## config.mk

```make
export PLATFORM = sky130hd
export DESIGN_NAME = seg7_scan_driver
export DESIGN_NICKNAME = d
export VERILOG_FILES = /design/src/rtl/seg7_pkg.sv /design/src/rtl/bin2bcd_seq.sv /design/src/rtl/seg7_scan_driver.sv
export SDC_FILE = /design/constraint.sdc
export NUM_CORES = 1
export LEC_CHECK = 0
export ABC_CLOCK_PERIOD_IN_PS = 4600
export BUFFER_PORTS_ARGS = -buffer_cell sky130_fd_sc_hd__buf_2
export CAP_MARGIN = 15
export CORE_MARGIN = 3
export CORE_UTILIZATION = 50
export DETAILED_ROUTE_END_ITERATION = 10
export GPL_TIMING_DRIVEN = 0
export PLACE_DENSITY = 0.76
export SLEW_MARGIN = 15
export SYNTH_ARGS = -nofsm -noshare
export SYNTH_HDL_FRONTEND = slang
export SYNTH_SLANG_ARGS = --single-unit
```

## constraint.sdc

```tcl
create_clock -name clk_i -period 4.6 [get_ports clk_i]
set_clock_uncertainty 0.2 [all_clocks]
set_input_delay 0.92 -clock clk_i [delete_from_list [all_inputs] [get_ports clk_i]]
set_output_delay 0.92 -clock clk_i [all_outputs]
set_load 0.1 [all_outputs]
```

## src/rtl/seg7_pkg.sv

```systemverilog
// seg7_pkg: shared format codes, glyphs, hex glyph lookup and capture FSM states for seg7_scan_driver
package seg7_pkg;
  localparam logic [1:0] FMT_HEX = 2'd0;
  localparam logic [1:0] FMT_DEC = 2'd1;
  localparam logic [6:0] GLYPH_DASH = 7'b0111111;
  localparam logic [6:0] GLYPH_BLANK = 7'h7F;
  typedef enum logic [1:0] {IDLE, CONV, COMMIT} state_t;
  function automatic logic [6:0] hex_glyph(input logic [3:0] n);
    hex_glyph = GLYPH_BLANK;
    case (n)
      4'h0: hex_glyph = 7'b1000000;
      4'h1: hex_glyph = 7'b1111001;
      4'h2: hex_glyph = 7'b0100100;
      4'h3: hex_glyph = 7'b0110000;
      4'h4: hex_glyph = 7'b0011001;
      4'h5: hex_glyph = 7'b0010010;
      4'h6: hex_glyph = 7'b0000010;
      4'h7: hex_glyph = 7'b1111000;
      4'h8: hex_glyph = 7'b0000000;
      4'h9: hex_glyph = 7'b0010000;
      4'hA: hex_glyph = 7'b0001000;
      4'hB: hex_glyph = 7'b0000011;
      4'hC: hex_glyph = 7'b1000110;
      4'hD: hex_glyph = 7'b0100001;
      4'hE: hex_glyph = 7'b0000110;
      4'hF: hex_glyph = 7'b0001110;
      default: hex_glyph = GLYPH_BLANK;
    endcase
  endfunction
endpackage

```

## src/rtl/bin2bcd_seq.sv

```systemverilog
// bin2bcd_seq: 32-cycle shift-add-3 binary to 10-digit BCD converter, compiled only with SEG7_DEC_EN
`ifdef SEG7_DEC_EN
module bin2bcd_seq (
  input  logic        clk_i,
  input  logic        rst_i,
  input  logic        start_i,
  input  logic [31:0] bin_i,
  output logic        busy_o,
  output logic        done_o,
  output logic [39:0] bcd_o
);
  logic [39:0] bcd_q, bcd_d;
  logic [35:0] adj;
  logic [31:0] bin_q, bin_d, src;
  logic [4:0] cnt_q, cnt_d;
  logic busy_q, busy_d, done_q, done_d;
  // one double-dabble step per cycle; start performs the first step on a cleared BCD register
  // the top digit never exceeds 4 for a 32-bit input, so it needs no add-3 correction
  always_comb begin
    src = start_i ? bin_i : bin_q;
    for (int i = 0; i < 9; i++)
      adj[4*i +: 4] = (bcd_q[4*i +: 4] >= 4'd5) ? bcd_q[4*i +: 4] + 4'd3 : bcd_q[4*i +: 4];
    bcd_d = bcd_q;
    bin_d = bin_q;
    cnt_d = cnt_q;
    busy_d = busy_q;
    done_d = 1'b0;
    if (start_i || busy_q) begin
      bcd_d = start_i ? {39'd0, src[31]} : {bcd_q[38:36], adj, src[31]};
      bin_d = {src[30:0], 1'b0};
      cnt_d = start_i ? 5'd1 : cnt_q + 5'd1;
      busy_d = start_i || cnt_q != 5'd31;
      done_d = !start_i && cnt_q == 5'd31;
    end
  end
  // conversion state registers
  always_ff @(posedge clk_i or posedge rst_i) begin
    if (rst_i) begin
      bcd_q <= '0; bin_q <= '0; cnt_q <= '0; busy_q <= 1'b0; done_q <= 1'b0;
    end else begin
      bcd_q <= bcd_d; bin_q <= bin_d; cnt_q <= cnt_d; busy_q <= busy_d; done_q <= done_d;
    end
  end
  assign busy_o = busy_q;
  assign done_o = done_q;
  assign bcd_o = bcd_q;
endmodule
`endif

```

## src/rtl/seg7_scan_driver.sv

```systemverilog
// seg7_scan_driver: multiplexed active-low 8-digit seven-segment driver; define SEG7_DEC_EN for decimal mode
module seg7_scan_driver #(
  parameter int SCAN_DIV = 100000,
  parameter int DIGITS = 8
) (
  input  logic              clk_i,
  input  logic              rst_i,
  input  logic [31:0]       data_i,
  input  logic [3:0]        layout_i,
  output logic [DIGITS-1:0] an_o,
  output logic [6:0]        seg_o,
  output logic              dp_o
);
  import seg7_pkg::*;
  localparam int PW = $clog2(SCAN_DIV);
  localparam int IW = $clog2(DIGITS);
  state_t state_q, state_d;
  logic [31:0] data_q, data_d, nib_q, nib_d, sig;
  logic [1:0] lay_q, lay_d;
  logic lz_q, lz_d, blank_q, blank_d, ovf_d, wrap;
  logic [PW-1:0] pre_q, pre_d;
  logic [IW-1:0] idx_q, idx_d;
  logic [DIGITS-1:0] an_q, an_d;
  logic [6:0] seg_q, seg_d;
`ifdef SEG7_DEC_EN
  logic ovf_q, dec_q, dec_d, start, busy, done;
  logic [39:0] bcd;
  bin2bcd_seq u_bcd (
    .clk_i   (clk_i),
    .rst_i   (rst_i),
    .start_i (start),
    .bin_i   (data_i),
    .busy_o  (busy),
    .done_o  (done),
    .bcd_o   (bcd)
  );
`else
  logic unused_fmt;
  assign ovf_d = 1'b0;
  assign unused_fmt = ^layout_i[1:0];
`endif
  // capture inputs in IDLE, wait out the converter in CONV, swap the whole display image in COMMIT
  always_comb begin
    state_d = state_q;
    data_d = data_q;
    lay_d = lay_q;
    nib_d = nib_q;
    lz_d = lz_q;
    blank_d = blank_q;
`ifdef SEG7_DEC_EN
    dec_d = dec_q;
    ovf_d = ovf_q;
    start = 1'b0;
`endif
    case (state_q)
      IDLE: begin
        data_d = data_i;
        lay_d = layout_i[3:2];
`ifdef SEG7_DEC_EN
        dec_d = layout_i[1:0] == FMT_DEC;
        start = dec_d;
        state_d = dec_d ? CONV : COMMIT;
`else
        state_d = COMMIT;
`endif
      end
`ifdef SEG7_DEC_EN
      CONV: state_d = done ? COMMIT : (busy ? CONV : IDLE);
`endif
      COMMIT: begin
        {blank_d, lz_d} = lay_q;
`ifdef SEG7_DEC_EN
        nib_d = dec_q ? bcd[31:0] : data_q;
        ovf_d = dec_q && bcd[39:32] != 8'd0;
`else
        nib_d = data_q;
`endif
        state_d = IDLE;
      end
      default: state_d = IDLE;
    endcase
  end
  // capture/commit registers; reset leaves a zero hex image
  always_ff @(posedge clk_i or posedge rst_i) begin
    if (rst_i) begin
      state_q <= IDLE; data_q <= '0; lay_q <= '0; nib_q <= '0; lz_q <= 1'b0; blank_q <= 1'b0;
`ifdef SEG7_DEC_EN
      dec_q <= 1'b0; ovf_q <= 1'b0;
`endif
    end else begin
      state_q <= state_d; data_q <= data_d; lay_q <= lay_d; nib_q <= nib_d; lz_q <= lz_d; blank_q <= blank_d;
`ifdef SEG7_DEC_EN
      dec_q <= dec_d; ovf_q <= ovf_d;
`endif
    end
  end
  // prescaler and digit index; next pattern for the current digit from the image being committed this cycle
  always_comb begin
    wrap = pre_q == PW'(SCAN_DIV - 1);
    pre_d = wrap ? '0 : pre_q + PW'(1);
    idx_d = wrap ? idx_q + IW'(1) : idx_q;
    sig = nib_d >> {idx_q, 2'b00};
    an_d = blank_d ? '1 : ~(DIGITS'(1) << idx_q);
    seg_d = blank_d ? GLYPH_BLANK : ovf_d ? GLYPH_DASH :
            (lz_d && idx_q != '0 && sig == 32'd0) ? GLYPH_BLANK : hex_glyph(sig[3:0]);
  end
  // scan counters and registered display outputs
  always_ff @(posedge clk_i or posedge rst_i) begin
    if (rst_i) begin
      pre_q <= '0; idx_q <= '0; an_q <= '1; seg_q <= GLYPH_BLANK;
    end else begin
      pre_q <= pre_d; idx_q <= idx_d; an_q <= an_d; seg_q <= seg_d;
    end
  end
  assign an_o = an_q;
  assign seg_o = seg_q;
  assign dp_o = 1'b1;
endmodule

```

# [Word-level counts from Yosys, hierarchy flattened]
# Memories as Yosys holds them, arrays and structs flattened.
# Cells that the tools add are included.
[totals] out_inout_bits=16 rom_bits=112 elab_cells=31 ram_bits=0 latchBits=0 memories=1 regBits=105
[memory_table] memory="(name not given)" words=16 width=7 rd=1 rd_ports_with_merged_regs=0 write_ports=0 line_no="seg7_pkg.sv:10" text="case (n)"
[op_classes] n_mux=8 reduce_logical=5 addsub=2 shifts=2 order_cmp=0 n_mul=0 n_bitwise=1 div=0 n_eq_ne=2
[ops] cell="$logic_not 32->1" n=1
[ops] cell="$mux 32" n=1
[ops] cell="$shr 32x5->32" n=1
[ops] cell="$add 17x1->17 const B" n=1
[ops] cell="$eq 17x17->1 const B" n=1
[ops] cell="$mux 17" n=1
[ops] cell="$mux 7" n=2
[ops] cell="$mux 8" n=1
[ops] cell="$not 8->8" n=1
[ops] cell="$shl 1x3->8 const A" n=1
[ops] cell="$add 3x1->3 const B" n=1
[ops] cell="$reduce_bool 3->1" n=1
[ops] cell="$eq 2x2->1 const B" n=1
[ops] cell="$logic_and 1x1->1" n=2
[ops] cell="$logic_not 2->1" n=1
[ops] cell="$mux 1" n=2
[ops] cell="$mux 2" n=1

# [Logic depth before layout (Yosys ltp)]
# Gate-level depths: netlist of run 1.
[logic_depth] ltp_word=7 ltp_mapped=13 mapped_depth_nobuf=10

# [Worst setup path before layout of run 1]
# OpenSTA, ideal clock, no wires.
[synth_path] path_type="reg2reg" startpoint="reg idx_q[0]" endpoint="reg seg_q[3], in the netlist seg_o[3]" arrival_ns=3.162 t_required_ns=4.333 slack_ns=1.171 period_less_slack_ns=3.429 stages_incl_launch_ff=12 cell_sequence="dfrtp_1 buf_6 buf_2 mux4_2 mux2_2 a21oi_1 ha_1 a21boi_0 nand3_1 or4_4 a21oi_4 nand4b_1"
[synth_via] elab_chain_cells=5 elab_cells_between_ends=8
[synth_lines] element="from (decl)" line_no="seg7_scan_driver.sv:22" text="logic [IW-1:0] idx_q, idx_d;"
[synth_lines] element="from (signal assigned)" line_no="seg7_scan_driver.sv:112" text="pre_q <= pre_d; idx_q <= idx_d; an_q <= an_d; seg_q <= seg_d;"
[synth_lines] element="parallel branches: the longest is 3 deep, another holds $mem_v2 16x7"
[synth_lines] element="$mux 7 (*)" line_no="seg7_scan_driver.sv:105" text="(lz_d && idx_q != '0 && sig == 32'd0) ? GLYPH_BLANK : hex_glyph(sig[3:0]);"
[synth_lines] element="$mux 7 (*)" line_no="seg7_scan_driver.sv:104" text="seg_d = blank_d ? GLYPH_BLANK : ovf_d ? GLYPH_DASH :"
[synth_lines] element="net seg_d[3]" line_no="seg7_scan_driver.sv:24" text="logic [6:0] seg_q, seg_d;"
[synth_lines] element="to (signal assigned)" line_no="seg7_scan_driver.sv:112"
[synth_lines] element="to (decl)" line_no="seg7_scan_driver.sv:24"
# Mark *: on every way through the listed nets, which the timed path passes.
# A chain may end at the register's enable or synchronous reset.

# [Worst setup path in the final report of run 1]
# Ends and elaborated chain as after synthesis.

==> metrics, run 1 <==
Max Cap Viol 0; part of the cycle the worst path needs 0.8722; Post-synth EDFFs 0; Routability Congestion 0.9081; most frequent cells in the layout dfrtp_1, inv_1, o21ai_0, buf_2, nand2_1; Worst-Margin Slew 0.6380 ns; Setup Fix Bufs, Post-CTS 0; Core ar. 9910 µm²; first-pass GRT wire length 19360 µm; area grow syn2layout 13.48%; Worst setup endpoint seg_o[3]; Hold Crit Depth 1; IO Port Bufs 50; vias 4002; met1 usage 0.2848; Yosys reg bits 104; clk_lat worst skew 0.38 ns; WP data required 4.70 ns; GRT Resource Usage Total 0.2156; RSZ-0062 raised after global routing no; hold bufs inserted after CTS 0; Crit Path Category flip-flop to flip-flop; Synth Net Count 563; CP Depth 11; cts bufs inserted 9; final wirelength 11700 µm; ANT cells 0; busiest grt layer met2; per-cell routed wire length 16.43 µm; Worst-path clk slew 0.09 ns; initial antenna violation count 0; final hold violation count 0; Die H 107.9 µm; Crit Path Max Fanout 10; Die X 107.9 µm; Lkg Pwr 2.793 nW; final slew viol count 0; R2R cell count 11; largest net degree at the start of global routing 65; vias in the first global route 3919; # resized after CTS 0; Async SR Flop Fraction 1.000; Die Area 11630 µm²; Pwr Density 315.0 nW/µm²; vias per cell 5.621; maximum vdd drop 262.3 µV; worst hold path type flip-flop to flip-flop; library cells used by synthesis 53; crit-path cells buf_6, buf_2, mux4_2, mux2_2, a21oi_1, ha_1, a21boi_0, nand3_1, or4_4, a21oi_4, nand4b_1; met3 Use GR 0.04799; area of the mapped netlist 5187 µm²; critical path's top delay family compound AO/OA/AOI/OAI gates; average size of a mapped cell 10.13 µm²; Synth Flop Type dfrtp_1; Worst Setup End Kind flip-flop; # DRC 0; root buf cell clkbuf_8; Critical R2R Launch idx_q[0]; most common cell after layout, fill and taps aside dfrtp_1; reg-to-reg setup timing slack 0.59 ns; Antenna Nets Post-Route 0; CTS Buffer Depth 2; layout cells sized above 1 0.2124; nets 625; synthesized instance count 512; Rows 36; starting density of the core 0.5235; Ys Warns 0; H-tree depth 3; Final min period 4.012 ns; Reg area 2621 µm²; RR Endpoint seg_o[3]; GR Overflow Total 0; Arr. time, crit path 4.11 ns; CP startpoint idx_q[0]; Final setup viols 0; TritonRoute pass-1 iters 6; total clock sinks 104; Max-Slew Margin vs Limit 0.5637; Fill cells 863; Starting DRT DRC Count 381; status finished clean; Max stage delay on crit path 0.54 ns; CTS tree yes; grt met2 use 0.3477; Core Util, Final 0.5941; post-synthesis sequential area ratio 0.5053; Worst path slowest cell mux4_2; area of the multi-input gates 2150 µm²; Startpoint Class flip-flop; I/O pins 54; setup_tns 0 ns; f_max 249.2 MHz; DP HPWL 8463 µm; Buf/Inv on CP 2
## where the power goes
| part | internal, mW | switching, mW | leakage (nW) |
|---|---|---|---|
| Sequential | 0.954 | 0.0297 | 1.22 |
| Combinational | 0.0604 | 0.117 | 1.44 |
| Clock | 0.379 | 0.314 | 0.127 |
| Total | 1.39 | 0.461 | 2.79 |
## per-stage QoR
step,area (µm²),power [mW],hold WS [ns],std cells,worst slack (ns)
floorplan,5187,1.123,0.2423,512,0.7726
global placement,5604,1.166,0.2615,695,-0.2171
detailed placement,5637,1.177,0.2702,696,0.6463
CTS,5887,1.874,0.2916,712,0.5962
global route,5887,1.931,0.3187,712,0.3681
finish,5887,1.854,0.2844,712,0.5878
## cells by family after synthesis
family          share of synthesized area
other cells                     0.0007229
fa+ha+maj                         0.03136
xor+xnor                          0.03039
mux                                0.1153
buf+inv                           0.08032
compound gates                     0.1131
flops                              0.5053
simple gates                       0.1235
## per-layer routing
layer	wire length [µm]	part of all wire
met2	5697	0.49
met3	766	0.065
met5	0	0
met4	363	0.031
met1	4874	0.42
## state kept, by name, indices dropped and copies added (netlist names)
name / count
pre_q: 17
data_q: 32
state_q: 1
lay_q: 2
nib_q: 32
idx_q: 3
blank_q: 1
seg_o: 7
lz_q: 1
an_o: 8
## how the worst min path moves through the flow
stage | startpoint | to | slack [ns]
floorplan | lay_q[1] | lay_q[1] | 0.24
global placement | pre_q[4] | pre_q[4] | 0.26
detailed placement | pre_q[4] | pre_q[4] | 0.27
CTS | pre_q[4] | pre_q[4] | 0.29
global route | pre_q[4] | pre_q[4] | 0.32
finish | pre_q[4] | pre_q[4] | 0.28
## synth_stat cells, types with 6 or more instances
library cell   n  share of area
nand3_1       12          0.012
mux2_2         6          0.013
nor4_1         9          0.011
a21oi_1        6         0.0058
dfrtp_1       89           0.43
nor2_1        24          0.017
clkbuf_1      17          0.012
ha_1          13          0.031
mux4_2        17          0.074
xnor2_1        9          0.015
buf_2          6         0.0058
inv_1         73          0.053
nor3_1         8         0.0077
dfstp_2       15          0.076
or3_1          6         0.0072
o21ai_0       70          0.068
mux2i_1       11          0.021
nand2_1       55          0.040
xor2_1         9          0.015
## worst register-to-register path, cell delays in order, from the launching register on
cell	delay [ns]
dfrtp_1	0.41
buf_6	0.19
buf_2	0.30
mux4_2	0.54
mux2_2	0.31
a21oi_1	0.54
ha_1	0.30
a21boi_0	0.26
nand3_1	0.11
or4_4	0.43
a21oi_4	0.20
nand4b_1	0.14
## layout make-up
type                    count  share of cell area
repair buffers             51             0.04718
multi-input cells         305              0.3651
flip-flops and latches    104              0.4453
well taps                 133             0.02827
inverters                  76             0.04931
clock buffers              10             0.02338
plain buffers              27             0.02232
clock inverters             6             0.01913
Note: power is estimated with default switching activity, not from simulation.
==> run 2, diff against run 1 <==
- MAX_ROUTING_LAYER: not set -> met4
- SETUP_SLACK_MARGIN: not set -> 0.1
==> metrics, run 2 (synthesized netlist as in run 1, its figures left out) <==
per-cell routed wire length 16.26 µm (was 16.43 µm); Antenna Nets Post-Route 0 (unchanged); GRT Resource Usage Total 0.2156 (about the same); Worst path slowest cell mux4_2 (unchanged); CTS Buffer Depth 2 (unchanged); WP data required 4.70 ns (about the same); starting density of the core 0.5235 (unchanged); vias in the first global route 3826 (was 3919); Hold Crit Depth 1 (unchanged); H-tree depth 3 (unchanged); Final setup viols 0 (unchanged); Post-DP Area 5637 µm² (unchanged); non-filler cells, final 712 (unchanged); crit-path cells buf_6, buf_2, mux4_2, mux2_2, a21oi_1, ha_1, a21boi_0, nand3_1, or4_4, a21oi_4, nand4b_1 (unchanged); Crit Path Max Fanout 10 (unchanged); Crit Path Category flip-flop to flip-flop (unchanged); cell count after placement 696 (unchanged); Max stage delay on crit path 0.54 ns (about the same); Die X 107.9 µm (unchanged); hold bufs inserted after CTS 0 (unchanged); total clock sinks 104 (unchanged); CTS tree yes (unchanged); dpl ws 0.6579 ns (was 0.6463 ns); most common cell after layout, fill and taps aside dfrtp_1 (unchanged); nets 625 (unchanged); fin area 5876 µm² (was 5887 µm²); minimum hold slack 0.2931 ns (was 0.2844 ns); part of the cycle the worst path needs 0.8680 (was 0.8722); Starting DRT DRC Count 283 (was 381); initial antenna violation count 0 (unchanged); final slew viol count 0 (unchanged); f_max 250.4 MHz (was 249.2 MHz); final hold violation count 0 (unchanged); Die H 107.9 µm (unchanged); Rows 36 (unchanged); Pwr Density 309.3 nW/µm² (was 315.0 nW/µm²); status finished clean (unchanged); DP HPWL 8308 µm (was 8463 µm); Final min period 3.993 ns (was 4.012 ns); most frequent cells in the layout dfrtp_1, inv_1, o21ai_0, buf_2, nand2_1 (unchanged); vias per cell 5.643 (was 5.621); Arr. time, crit path 4.09 ns (was 4.11 ns); cts bufs inserted 9 (unchanged); TritonRoute pass-1 iters 5 (was 6); vias 4018 (was 4002); reg-to-reg setup timing slack 0.61 ns (was 0.59 ns); I/O pins 54 (unchanged); Worst-path clk slew 0.09 ns (about the same); area grow syn2layout 13.27% (was 13.48%); Max-Slew Margin vs Limit 0.5608 (was 0.5637); Max Cap Viol 0 (unchanged); RSZ-0062 raised after global routing no (unchanged); root buf cell clkbuf_8 (unchanged); Startpoint Class flip-flop (unchanged); Die Area 11630 µm² (unchanged); GR Overflow Total 0 (unchanged); setup_tns 0 ns (unchanged); first-pass GRT wire length 18930 µm (was 19360 µm); final setup margin 0.6071 ns (was 0.5878 ns); Largest regs data_q (32), nib_q (32), pre_q (17) (unchanged); Worst-Margin Slew 0.6423 ns (was 0.6380 ns); ANT cells 0 (unchanged); Core Util, Final 0.5929 (was 0.5941); critical path's top delay family compound AO/OA/AOI/OAI gates (unchanged); CP Depth 11 (unchanged); maximum vdd drop 269.4 µV (was 262.3 µV); Core ar. 9910 µm² (unchanged); # DRC 0 (unchanged); R2R cell count 11 (unchanged); largest net degree at the start of global routing 65 (unchanged); layout cells sized above 1 0.2124 (unchanged); IO Port Bufs 50 (unchanged); clk_lat worst skew 0.38 ns (about the same); worst hold path type flip-flop to flip-flop (unchanged); Setup Fix Bufs, Post-CTS 0 (unchanged); # resized after CTS 0 (unchanged); Pwr Total 1.817 mW (was 1.854 mW); final wirelength 11580 µm (was 11700 µm); Lkg Pwr 2.789 nW (was 2.793 nW); Worst Setup End Kind flip-flop (unchanged); Buf/Inv on CP 2 (unchanged); Routability Congestion 0.9242 (was 0.9081)
run 2: cell count changes in the layout (fill, tap and decap cells not counted):
cell,change
clkbuf_8,+2
bufinv_16,-1
inv_6,-1
run 2: worst reg2reg max path, delay by kind of cell, from the launching register on:
family / cells / cell delay, ns
AO/OA/AOI/OAI: 3 / 0.97
flip-flops: 1 / 0.41
AND/OR/NAND/NOR: 3 / 0.69
buffers and inverters: 2 / 0.49
adder cells (fa/ha/maj): 1 / 0.31
multiplexers: 2 / 0.86
run 2: layout make-up:
class                      instances  area (µm²)
buffer                            27       131.4
clock buffer                      12       165.2
clock inverter                     4       73.82
fill                             871        4034
inverter                          76       290.3
multi-input combinational        305        2150
sequential                       104        2621
tap                              133       166.4
timing repair buffer              51       277.8
run 2: final timing paths:
kind,startpoint,to
hold / removal,pre_q[0],pre_q[0]
setup reg to reg,idx_q[0],seg_o[3]
max in group asynchronous,rst_i,seg_o[2]
hold reg to reg,pre_q[0],pre_q[0]
setup / recovery,idx_q[0],seg_o[3]
min in group asynchronous,rst_i,data_q[26]
run 2: per-layer routing:
layer	global-route usage	wire [µm]
met3	0.04979	729
met4	0.08386	322
met2	0.3339	5580
met1	0.2778	4945
met5	-	0
run 2: power breakdown:
group          leakage [nW]  total [mW]  switching, mW  internal [mW]
sequential             1.22       0.984         0.0301          0.954
clock                 0.123       0.658          0.306          0.352
combinational          1.44       0.176          0.115         0.0604
total                  2.79        1.82          0.451           1.37
==> run 3, diff against run 2 <==
- CTS_BUF_LIST: not set -> sky130_fd_sc_hd__clkbuf_4 sky130_fd_sc_hd__clkbuf_8
- CTS_CLUSTER_DIAMETER: not set -> 120
- PLACE_DENSITY: 0.76 -> 0.69
==> metrics, run 3 (synthesized netlist as in run 1, its figures left out) <==
Worst-Margin Slew 0.6952 ns (was 0.6423 ns); Largest regs data_q (32), nib_q (32), pre_q (17) (unchanged); Worst Setup End Kind flip-flop (unchanged); Lkg Pwr 2.764 nW (was 2.789 nW); vias 3864 (was 4018); Setup Fix Bufs, Post-CTS 0 (unchanged); final hold violation count 0 (unchanged); internal power 1.252 mW (was 1.366 mW); nets 625 (unchanged); Crit Path Category flip-flop to flip-flop (unchanged); Worst path slowest cell a21oi_1 (was mux4_2); per-cell routed wire length 15.86 µm (was 16.26 µm); I/O pins 54 (unchanged); Fill cells 890 (was 871); Final setup viols 0 (unchanged); Die X 107.9 µm (unchanged); first-pass GRT wire length 19020 µm (was 18930 µm); vias per cell 5.427 (was 5.643); largest net degree at the start of global routing 57 (was 65); RSZ-0062 raised after global routing no (unchanged); Die H 107.9 µm (unchanged); H-tree depth 3 (unchanged); CTS Buffer Depth 2 (unchanged); ANT cells 0 (unchanged); Antenna Nets Post-Route 0 (unchanged); Core ar. 9910 µm² (unchanged); dpl ws 0.6432 ns (was 0.6579 ns); status finished clean (unchanged); hold bufs inserted after CTS 0 (unchanged); combinational share of power 0.103 (was 0.097); GRT Resource Usage Total 0.2166 (was 0.2156); clk_lat worst skew 0.38 ns (about the same); Starting DRT DRC Count 231 (was 283); final setup margin 0.5936 ns (was 0.6071 ns); part of the cycle the worst path needs 0.8710 (was 0.8680); switch share 0.2610 (was 0.2483); Worst-path clk slew 0.09 ns (about the same); CTS tree yes (unchanged); total clock sinks 104 (unchanged); DP HPWL 8308 µm (about the same); Core Util, Final 0.5871 (was 0.5929); Arr. time, crit path 4.10 ns (was 4.09 ns); Max Cap Viol 0 (unchanged); crit-path cells buf_6, buf_2, mux4_2, mux2_2, a21oi_1, ha_1, a21boi_0, nand3_1, or4_4, a21oi_4, nand4b_1 (unchanged); maximum vdd drop 199.3 µV (was 269.4 µV); most frequent cells in the layout dfrtp_1, inv_1, o21ai_0, buf_2, nand2_1 (unchanged); root buf cell clkbuf_8 (unchanged); cts bufs inserted 9 (unchanged); TritonRoute pass-1 iters 5 (unchanged); IO Port Bufs 50 (unchanged); initial antenna violation count 0 (unchanged); Max-Slew Margin vs Limit 0.5365 (was 0.5608); Startpoint Class flip-flop (unchanged); Flop pwr share 0.580 (was 0.541); Routability Congestion 0.8690 (was 0.9242); # resized after CTS 0 (unchanged); Pwr Density 291.2 nW/µm² (was 309.3 nW/µm²); final wirelength 11290 µm (was 11580 µm); WP data required 4.70 ns (about the same); starting density of the core 0.5235 (unchanged); Die Area 11630 µm² (unchanged); Max stage delay on crit path 0.58 ns (was 0.54 ns); Crit Path Max Fanout 10 (unchanged); layout cells sized above 1 0.2124 (unchanged); critical path's top delay family compound AO/OA/AOI/OAI gates (unchanged); Buf/Inv on CP 2 (unchanged); # DRC 0 (unchanged); non-filler cells, final 712 (unchanged); cell count after placement 696 (unchanged); Rows 36 (unchanged); Final min period 4.006 ns (was 3.993 ns); Net Sw Power 0.4422 mW (was 0.4511 mW); GR Overflow Total 0 (unchanged); vias in the first global route 3862 (was 3826); clock group share of total power 0.316 (was 0.362); worst hold path type flip-flop to flip-flop (unchanged); final slew viol count 0 (unchanged); most common cell after layout, fill and taps aside dfrtp_1 (unchanged); f_max 249.6 MHz (was 250.4 MHz); area grow syn2layout 12.16% (was 13.27%)
==> run 3: power by group through the flow <==
| stage | clock [mW] | combinational, mW | sequential [mW] |
|---|---|---|---|
| finish | 0.536 | 0.175 | 0.983 |
| detailed placement | 0 | 0.176 | 0.999 |
| floorplan | 0 | 0.0916 | 1.03 |
| global placement | 0 | 0.168 | 0.999 |
| global route | 0.588 | 0.196 | 0.987 |
| CTS | 0.552 | 0.177 | 0.982 |
==> run 3: stage by stage <==
step                instance area (µm²)  total power, mW  setup TNS, ns  hold slack [ns]
CTS                                5818            1.711              0           0.2944
global route                       5818            1.771              0           0.3079
finish                             5818            1.694              0           0.2934
floorplan                          5187            1.123              0           0.2423
global placement                   5604            1.167         -24.29           0.2605
detailed placement                 5637            1.176              0           0.2723
==> run 3: cell type report <==
type                    count  area (µm²)  share of cell area
plain buffers              27       131.4             0.02258
clock buffers              14       167.7             0.02882
clock inverters             2       13.76            0.002366
inverters                  76       290.3             0.04989
multi-input cells         305        2150              0.3695
flip-flops and latches    104        2621              0.4505
well taps                 133       166.4             0.02860
repair buffers             51       277.8             0.04774
==> run 3: path summary, 6_finish.rpt <==
path | startpoint | endpoint | slack [ns] | cells past startpoint
setup / recovery | idx_q[0] | seg_o[3] | 0.59 | 11
hold / removal | lay_q[0] | lay_q[0] | 0.29 | 2
setup reg to reg | idx_q[0] | seg_o[3] | 0.59 | 11
hold reg to reg | lay_q[0] | lay_q[0] | 0.29 | 2
max in group asynchronous | rst_i | seg_o[3] | 3.17 | 3
min in group asynchronous | rst_i | data_q[29] | 0.36 | 2
==> run 3: worst reg2reg max path, delay by kind of cell, from the launching register on <==
family | cells | cell delay (ns)
compound gates | 3 | 1.00
simple gates | 3 | 0.68
flops | 1 | 0.41
fa+ha+maj | 1 | 0.30
buf+inv | 2 | 0.49
mux | 2 | 0.84
==> run 3: per-layer routing <==
| metal | share of wire | vias to the layer above | wire, µm | GRT usage |
|---|---|---|---|---|
| met3 | 0.055 | 23 | 626 | 0.04139 |
| met2 | 0.47 | 119 | 5343 | 0.3468 |
| met1 | 0.45 | 1866 | 5067 | 0.2775 |
| met5 | 0 | - | 0 | - |
| met4 | 0.023 | 0 | 257 | 0.07755 |
| li1 | - | 1856 | - | - |
